`config.mk`:
```
export PLATFORM = sky130hd
export DESIGN_NAME = fp_add_sequencer
export DESIGN_NICKNAME = d
export VERILOG_FILES = /design/src/rtl/fp_add_sequencer.sv
export SDC_FILE = /design/constraint.sdc
export NUM_CORES = 1
export LEC_CHECK = 0
export ABC_CLOCK_PERIOD_IN_PS = 8000
export CAP_MARGIN = 10
export CELL_PAD_IN_SITES_DETAIL_PLACEMENT = 1
export CELL_PAD_IN_SITES_GLOBAL_PLACEMENT = 1
export CORE_ASPECT_RATIO = 1.2
export CORE_MARGIN = 2
export CORE_UTILIZATION = 40
export CTS_BUF_LIST = sky130_fd_sc_hd__clkbuf_4
export CTS_CLUSTER_SIZE = 20
export DETAILED_ROUTE_END_ITERATION = 6
export PLACE_DENSITY_LB_ADDON = 0.1
export SLEW_MARGIN = 20
export SYNTH_ARGS = -nofsm -noshare
export SYNTH_HDL_FRONTEND = slang
export SYNTH_SLANG_ARGS = --single-unit
```
`constraint.sdc`:
```
create_clock -name clk -period 8 [get_ports clk]
set_input_delay 2 -clock clk [delete_from_list [all_inputs] [get_ports clk]]
set_output_delay 2 -clock clk [all_outputs]
set_load 0.05 [all_outputs]
```
`src/rtl/fp_add_sequencer.sv`:
```
// fp_add_sequencer: multi-cycle IEEE-754 single add/sub controller (cmp, align, add, norm, pack).
// Define FP_SPECIAL_EN to route NaN/infinity operands from CMP straight to PACK.
module fp_add_sequencer #(
  parameter int EXP_W = 8,
  parameter int MANT_W = 23,
  parameter int ALIGN_LIMIT = 26
) (
  input  logic                    clk,
  input  logic                    reset,
  input  logic                    start,
  input  logic [EXP_W+MANT_W:0]   op_a,
  input  logic [EXP_W+MANT_W:0]   op_b,
  input  logic                    op_sel,
  output logic                    busy,
  output logic                    done,
  output logic [EXP_W+MANT_W:0]   result,
  output logic                    overflow,
  output logic                    neg
);
  localparam int W = EXP_W + MANT_W + 1;
  localparam logic [EXP_W-1:0] EMAX = '1;
  localparam logic [EXP_W-1:0] LIM = EXP_W'(ALIGN_LIMIT);
  typedef enum logic [2:0] {IDLE, CMP, ALIGN, ADD, NORM, PACK} state_t;
  state_t state;
  logic [W-1:0] a, b;
  logic sub_op, sign, eff_sub, uflow;
  logic [MANT_W:0] big_m, small_m, ma, mb;
  logic [MANT_W+1:0] sum, sum_n;
  logic [EXP_W:0] exp_r;
  logic [EXP_W-1:0] cnt, ea, eb, e_big, e_small, diff;
  logic sa, sb, a_big;
`ifdef FP_SPECIAL_EN
  localparam logic [W-1:0] QNAN = {1'b0, EMAX, 1'b1, {(MANT_W-1){1'b0}}};
  logic special, nan_case;
  logic [W-1:0] spec_res;
  assign nan_case = (ea == EMAX && a[MANT_W-1:0] != '0) || (eb == EMAX && b[MANT_W-1:0] != '0) ||
                    (ea == EMAX && eb == EMAX && sa != sb);
`endif
  always_comb begin
    ea = a[W-2:MANT_W];
    eb = b[W-2:MANT_W];
    ma = (ea != '0) ? {1'b1, a[MANT_W-1:0]} : '0;
    mb = (eb != '0) ? {1'b1, b[MANT_W-1:0]} : '0;
    sa = a[W-1];
    sb = b[W-1] ^ sub_op;
    a_big = {ea, ma} >= {eb, mb};
    e_big = a_big ? ea : eb;
    e_small = a_big ? eb : ea;
    diff = e_big - e_small;
    sum_n = eff_sub ? {1'b0, big_m} - {1'b0, small_m} : {1'b0, big_m} + {1'b0, small_m};
  end
  always_ff @(posedge clk) begin
    if (reset) begin
      state <= IDLE;
      busy <= 1'b0;
      done <= 1'b0;
      overflow <= 1'b0;
      neg <= 1'b0;
      result <= '0;
      a <= '0;
      b <= '0;
      sub_op <= 1'b0;
      sign <= 1'b0;
      eff_sub <= 1'b0;
      uflow <= 1'b0;
      big_m <= '0;
      small_m <= '0;
      sum <= '0;
      exp_r <= '0;
      cnt <= '0;
`ifdef FP_SPECIAL_EN
      special <= 1'b0;
      spec_res <= '0;
`endif
    end else begin
      done <= 1'b0;
      case (state)
        IDLE: if (start) begin
          a <= op_a;
          b <= op_b;
          sub_op <= op_sel;
          busy <= 1'b1;
          overflow <= 1'b0;
          neg <= 1'b0;
          uflow <= 1'b0;
`ifdef FP_SPECIAL_EN
          special <= 1'b0;
`endif
          state <= CMP;
        end
        CMP: begin
          big_m <= a_big ? ma : mb;
          small_m <= (diff >= LIM) ? '0 : (a_big ? mb : ma);
          exp_r <= {1'b0, e_big};
          sign <= a_big ? sa : sb;
          eff_sub <= sa ^ sb;
          cnt <= (diff >= LIM) ? EXP_W'(1) : diff;
`ifdef FP_SPECIAL_EN
          if (ea == EMAX || eb == EMAX) begin
            special <= 1'b1;
            spec_res <= nan_case ? QNAN : {(ea == EMAX) ? sa : sb, EMAX, {MANT_W{1'b0}}};
            state <= PACK;
          end else
`endif
          state <= (diff == '0) ? ADD : ALIGN;
        end
        ALIGN: begin
          small_m <= small_m >> 1;
          cnt <= cnt - 1'b1;
          if (cnt == EXP_W'(1)) state <= ADD;
        end
        ADD: begin
          sum <= sum_n;
          state <= (sum_n == '0 || (!sum_n[MANT_W+1] && sum_n[MANT_W])) ? PACK : NORM;
        end
        NORM: begin
          if (sum[MANT_W+1]) begin
            sum <= sum >> 1;
            exp_r <= exp_r + 1'b1;
            state <= PACK;
          end else if (exp_r == {{EXP_W{1'b0}}, 1'b1}) begin
            uflow <= 1'b1;
            state <= PACK;
          end else begin
            sum <= sum << 1;
            exp_r <= exp_r - 1'b1;
            if (sum[MANT_W-1]) state <= PACK;
          end
        end
        PACK: begin
          state <= IDLE;
          busy <= 1'b0;
          done <= 1'b1;
`ifdef FP_SPECIAL_EN
          if (special) begin
            result <= spec_res;
            neg <= spec_res[W-1];
          end else
`endif
          if (sum == '0 || uflow) begin
            result <= '0;
            neg <= 1'b0;
          end else if (exp_r >= {1'b0, EMAX}) begin
            overflow <= 1'b1;
            result <= {sign, EMAX, {MANT_W{1'b0}}};
            neg <= sign;
          end else begin
            result <= {sign, exp_r[EXP_W-1:0], sum[MANT_W-1:0]};
            neg <= sign;
          end
        end
        default: state <= IDLE;
      endcase
    end
  end
endmodule

```
==> results of run 1 <==
## Yosys cell counts, drive strengths merged (13+ instances only)
master    n  area, um^2
and2     30         188
a22oi    49         368
nor4     18         113
o21ai    80         400
nor2b    17         106
clkbuf  102         383
nor3     29         145
nand2   322        1210
nor2    151         567
o211ai   23         173
inv      35         131
ha       64         801
o32ai    27         312
dfxtp   197        3940
a221oi   13         114
a21oi   160         801
a311oi   24         210
xnor2    36         315
a211oi   23         178
nand3    43         215
## state kept, by name, indices dropped and copies added, names as in the netlist
| register | flops |
|---|---|
| uflow | 1 |
| result | 32 |
| state | 3 |
| done | 1 |
| busy | 1 |
| b | 32 |
| a | 32 |
| small_m | 24 |
| overflow | 1 |
| sign | 1 |
| sum | 25 |
| neg | 1 |
| eff_sub | 1 |
| cnt | 8 |
| sub_op | 1 |
| big_m | 24 |
| exp_r | 9 |
## area by class of cell
class	count	area, um^2	area share
clock buffer	18	135	0.0100
sequential	197	3950	0.292
tap	390	488	0.0361
antenna	3	7.51	0.000556
clock inverter	14	116	0.00861
inverter	35	131	0.00972
multi-input combinational	1263	7520	0.557
timing repair buffer	120	1160	0.0861
## logic make-up (layout without fill, tap and decap cells)
kind of cell | after synthesis | count (layout) | share of synthesized area
AOI/OAI and AO/OA | 471 | 471 | 0.265
xor gates and xnor gates | 47 | 47 | 0.0343
adders and majority gates | 65 | 65 | 0.0684
buffers and inverters | 149 | 187 | 0.0477
DFF | 197 | 197 | 0.329
muxes | 7 | 7 | 0.00657
other | 0 | 3 | 0
and+or+nand+nor | 673 | 673 | 0.250
## routing by layer
layer | global-route usage | up-vias | wire (um) | part of all wire
met5 | 0 | - | 0 | 0
met4 | 0.0511 | 0 | 481 | 0.014
met3 | 0.0278 | 22 | 844 | 0.025
met2 | 0.349 | 153 | 15500 | 0.45
met1 | 0.310 | 5404 | 17400 | 0.51
li1 | - | 5809 | - | -
## path summary, 6_finish.rpt
| kind | cells after the start | to | slack [ns] |
|---|---|---|---|
| worst max register to register | 17 | cnt[0]$_SDFFE_PP0P_ | 1.78 |
| worst max-delay path | 17 | cnt[0]$_SDFFE_PP0P_ | 1.78 |
| worst min-delay path | 2 | result[30]$_SDFFE_PP0P_ | 0.46 |
| worst min register to register | 2 | result[30]$_SDFFE_PP0P_ | 0.46 |
## power breakdown
group / total (mW) / internal [mW] / switching [mW]
Sequential: 1.32 / 1.14 / 0.185
Combinational: 2.91 / 1.05 / 1.86
Clock: 0.527 / 0.136 / 0.391
## through the flow
stage	hold WS, ns	power (mW)	worst slack, ns	std cells	area (um^2)
6_report	0.460	4.76	1.78	2040	13500
5_1_grt	0.479	5.21	1.35	2040	13500
3_5_place_dp	0.448	4.26	1.41	2005	13200
4_1_cts	0.468	4.80	1.33	2037	13500
3_3_place_gp	0.440	4.18	1.57	2004	13200
2_1_floorplan	0.432	3.50	3.00	1609	12000
## worst max-delay path, cell delays in order (launching register included)
cell      delay, ns
dfxtp_1        0.40
nor4_1         0.35
nand2_1        0.56
and2_1         0.43
ha_1           0.30
and4_1         0.30
nand4_1        0.12
o41a_1         0.46
a41oi_4        0.44
or2_1          0.56
mux2_2         0.41
ha_1           0.17
inv_1          0.06
a31oi_1        0.12
nor4b_1        0.34
nand3b_1       0.19
nand2_2        0.38
o311a_1        0.48
==> run_results.csv, run 1 <==
group,metric,value,unit
outcome,status,"completed",
clock_network,htree_levels,4,
synth,synth_fp_nets,1742,
synth,yosysWarnings,0,
placed_design,io_buffers,103,
timing,finalHoldViolations,0,
cells_and_area,final_common_cell,"nand2_1",
timing,slew_violations,0,
synth,synthFlopType,"dfxtp_1",
timing,layout_min_cycle_time,6.22,ns
detailed_routing,routed-via-count,11400,
worst_setup_path,critPathArrivalTime,6.74,ns
timing,rsz0062_at_grt,"false",
worst_setup_path,setup.worst_path.start,"a[27]$_SDFFE_PP0P_",
power,vdd_drop_max,0.248,mV
global_route,grt_overflow,0,
clock_network,clock_latency,0.64,ns
detailed_routing,drt_iter0_markers,666,
power,p_leak,4.72,nW
synth,netlist_area,12000,um^2
cells_and_area,mostFrequentLayoutCells,"nand2_1 (321), dfxtp_1 (196), a21oi_1 (160)",
clock_network,clk_pin_slew,0.17,ns
worst_setup_path,path_class,"flip-flop to flip-flop",
clock_network,cts_buffer_depth,2,
clock_network,root_buffer,"clkbuf_4",
timing,max_freq,161,MHz
worst_setup_path,r2r_start,"a[27]$_SDFFE_PP0P_",
floorplan,row_count,69,
worst_setup_path,critPathLaunchType,"flip-flop",
clock_network,holdBufCountCts,0,
timing,skew,0.0346,ns
global_route,grt_pass1_vias,10900,
worst_hold_path,hp-class,"flip-flop to flip-flop",
worst_setup_path,critPathCaptureType,"flip-flop",
detailed_routing,via_per_inst,5.58,
placed_design,dp.final_hpwl,25300,um
global_route,grt_antenna_before_repair,2,
cells_and_area,area_growth,12.5,%
clock_network,cts-buffers-inserted,17,
power,powerDensity,352,nW/um^2
detailed_routing,routed_wl,34200,um
cells_and_area,fin_util,0.456,
synth,async_reset_ff_frac,0,
detailed_routing,detail-route-antenna-nets,0,
clock_network,cts_resized,0,
cells_and_area,drive_above_1_share,0.0504,
floorplan,design.core.area,29600,um^2
clock_network,clock_sinks,197,
synth,ys_ff_latch,197,
worst_setup_path,required,8.52,ns
clock_network,cts_setup_buffers,0,
global_route,grt_pass1_wl,56900,um
worst_setup_path,crit_fanout,29,
synth,avgSynthCellArea,7.46,um^2
cells_and_area,nets,1767,
cells_and_area,fill_cells,3718,
timing,slew_headroom,0.293,
floorplan,io_pins,104,
floorplan,fp.dieH,194,um
timing,finalSetupTns,0,ns
timing,final-setup-viol-count,0,
clock_network,cts_tree,"yes",
run,max_cap_viol_count,0,
worst_hold_path,hp-start,"result[30]$_SDFFE_PP0P_",
floorplan,die_w,162,um
floorplan,start_util,0.405,
synth,ys_seq_area_frac,0.329,
synth,synth_cell_types,78,
synth,syn_inst,1609,
global_route,track_usage,0.218,
global_route,grt_max_degree,114,
timing,fin_crit_sh,0.777,
detailed_routing,drtPass1Iterations,5,
floorplan,dieArea,31400,um^2
placed_design,gp_congestion,0.872,
detailed_routing,drcViolationCount,0,
detailed_routing,wire_per_inst,16.7,um
timing,worstMarginPinSlew,1.06,ns
synth,synth_edf_count,0,
Note: power is estimated with default switching activity, not from simulation.
==> run 2: changes to the inputs <==
Settings changed: ABC_CLOCK_PERIOD_IN_PS 8000 to 5900.
Clock period 8 ns to 5.9 ns, I/O delays scaled along.
==> run 2 against run 1 <==
Compared with the run above: die area unchanged; setup slack worse by 0.76 ns; critical path depth up 2; flip-flop and latch count unchanged; final cell count up 0.15%; power up 37%; hold slack better by 0.0014 ns; non-clock buffer count up 5; global-route usage up 0.27 points; clock power up 39%; core utilization up 0.18 points; sequential share of layout area down 0.12 points.
==> run_results.csv, run 2 (synthesis results as in run 1) <==
group,metric,value,unit
outcome,status,"completed",
global_route,grt_antenna_before_repair,1,
worst_setup_path,crit_fanout,27,
timing,finalHoldViolations,0,
timing,final-setup-viol-count,0,
power,switchingPower,3.31,mW
worst_setup_path,critPathLaunchType,"flip-flop",
power,p_sw_frac,0.509,
worst_setup_path,path_class,"flip-flop to flip-flop",
power,p_int,3.19,mW
worst_setup_path,reg2reg_to,"small_m[13]$_SDFFE_PP0P_",
worst_setup_path,regToRegSetupSlack,1.02,ns
timing,slew_violations,0,
clock_network,root_buffer,"clkbuf_4",
clock_network,cts_tree,"yes",
worst_hold_path,hold_depth,2,
placed_design,numPlacedInstances,2010,
timing,skew,0.0185,ns
power,pwr-share-comb,0.612,
cells_and_area,top_regs,"a (32), b (32), result (32)",
worst_setup_path,setup.worst_path.start,"a[27]$_SDFFE_PP0P_",
cells_and_area,final_common_cell,"nand2_1",
timing,worstMarginPinSlew,1.05,ns
power,fin_total_pwr,6.51,mW
placed_design,dp.final_hpwl,25600,um
timing,hold_ws,0.462,ns
detailed_routing,drcViolationCount,0,
floorplan,row_count,69,
floorplan,fp.dieH,194,um
cells_and_area,fill_cells,3697,
cells_and_area,area_growth,13.0,%
floorplan,die_w,162,um
power,pwr-share-seq,0.276,
cells_and_area,drive_above_1_share,0.0533,
timing,fin_crit_sh,0.827,
global_route,grt_max_degree,119,
run,max_cap_viol_count,0,
clock_network,clock_sinks,197,
worst_setup_path,worstSetupEndpoint,"small_m[13]$_SDFFE_PP0P_",
clock_network,cts_buffer_depth,2,
floorplan,dieArea,31400,um^2
worst_setup_path,r2r_start,"a[27]$_SDFFE_PP0P_",
global_route,grt_overflow,0,
global_route,grt_pass1_wl,57600,um
cells_and_area,nets,1772,
detailed_routing,via_per_inst,5.60,
clock_network,htree_levels,4,
clock_network,clk_pin_slew,0.18,ns
cells_and_area,mostFrequentLayoutCells,"nand2_1 (322), dfxtp_1 (196), a21oi_1 (160)",
timing,slew_headroom,0.298,
detailed_routing,detail-route-antenna-nets,0,
power,powerDensity,480,nW/um^2
global_route,grt_pass1_vias,11200,
floorplan,design.core.area,29600,um^2
global_route,track_usage,0.220,
detailed_routing,routed_wl,34300,um
clock_network,holdBufCountCts,0,
worst_setup_path,required,6.38,ns
timing,rsz0062_at_grt,"false",
detailed_routing,drtPass1Iterations,5,
clock_network,cts-buffers-inserted,17,
power,p_clk_frac,0.113,
clock_network,clock_latency,0.63,ns
timing,finalSetupTns,0,ns
worst_hold_path,hp-class,"flip-flop to flip-flop",
floorplan,io_pins,104,
timing,layout_min_cycle_time,4.88,ns
placed_design,gp_congestion,0.842,
detailed_routing,routed-via-count,11400,
clock_network,cts_setup_buffers,0,
cells_and_area,layout.cells.non_filler,2043,
timing,max_freq,205,MHz
placed_design,io_buffers,103,
worst_setup_path,critPathCaptureType,"flip-flop",
power,p_leak,4.76,nW
clock_network,cts_resized,0,
floorplan,start_util,0.405,
power,vdd_drop_max,0.271,mV
detailed_routing,wire_per_inst,16.8,um
worst_setup_path,worstRegToRegCells,19,
worst_setup_path,critPathArrivalTime,5.35,ns
detailed_routing,drt_iter0_markers,538,
## run 2: per-stage QoR
step / cell area [um^2] / utilization / setup slack (ns)
4_1_cts: 13600 / 0.458 / 0.977
6_report: 13600 / 0.458 / 1.02
3_3_place_gp: 13300 / 0.449 / 1.08
2_1_floorplan: 12000 / - / 0.896
3_5_place_dp: 13300 / 0.449 / 0.999
5_1_grt: 13600 / 0.458 / 0.705
## run 2: final cells by class
cell class              count  area [um^2]  share of cell area
diodes                      1         2.50            0.000184
clock buffers              17          128             0.00941
clock inverters            15          139              0.0102
inverters                  35          131             0.00969
multi-input cells        1263         7520               0.554
flip-flops and latches    197         3950               0.291
well taps                 390          488              0.0360
repair buffers            125         1210              0.0892
## run 2: critical path, cell delays in order (launching register included)
cell	delay [ns]
dfxtp_1	0.41
nor4_1	0.36
nand2_1	0.09
buf_4	0.22
and2_1	0.21
ha_1	0.31
and4_1	0.31
nand4_1	0.12
o41a_1	0.42
a41oi_4	0.28
or2_1	0.20
mux2_2	0.36
ha_1	0.18
inv_1	0.06
and3_1	0.15
xnor2_1	0.17
nor2_1	0.13
nor3b_4	0.22
buf_4	0.35
o32ai_2	0.15
## run 2: worst min path at each step
stage / startpoint / end / slack, ns
after floorplan: a[10]$_SDFFE_PP0P_ / a[10]$_SDFFE_PP0P_ / 0.43
after global placement: result[23]$_SDFFE_PP0P_ / result[23]$_SDFFE_PP0P_ / 0.44
after detailed placement: a[6]$_SDFFE_PP0P_ / a[6]$_SDFFE_PP0P_ / 0.45
after CTS: result[24]$_SDFFE_PP0P_ / result[24]$_SDFFE_PP0P_ / 0.47
after global routing: a[6]$_SDFFE_PP0P_ / a[6]$_SDFFE_PP0P_ / 0.48
final: a[21]$_SDFFE_PP0P_ / a[21]$_SDFFE_PP0P_ / 0.46
## run 2: routing by layer
metal  share of wire  vias up  wire length [um]  GRT usage
met5               0        -                 0          0
met2            0.45      149             15600      0.363
met4           0.017        0               593     0.0554
li1                -     5811                 -          -
met1            0.51     5449             17300      0.305
met3           0.022       34               752     0.0282
## run 2: power by group through the flow
stage | Clock [mW] | Combinational, mW | Sequential [mW]
finish | 0.733 | 3.98 | 1.79
global route | 0.815 | 4.48 | 1.83
CTS | 0.763 | 4.01 | 1.80
detailed placement | 0 | 4.00 | 1.82
global placement | 0 | 3.92 | 1.82
floorplan | 0 | 3.04 | 1.70
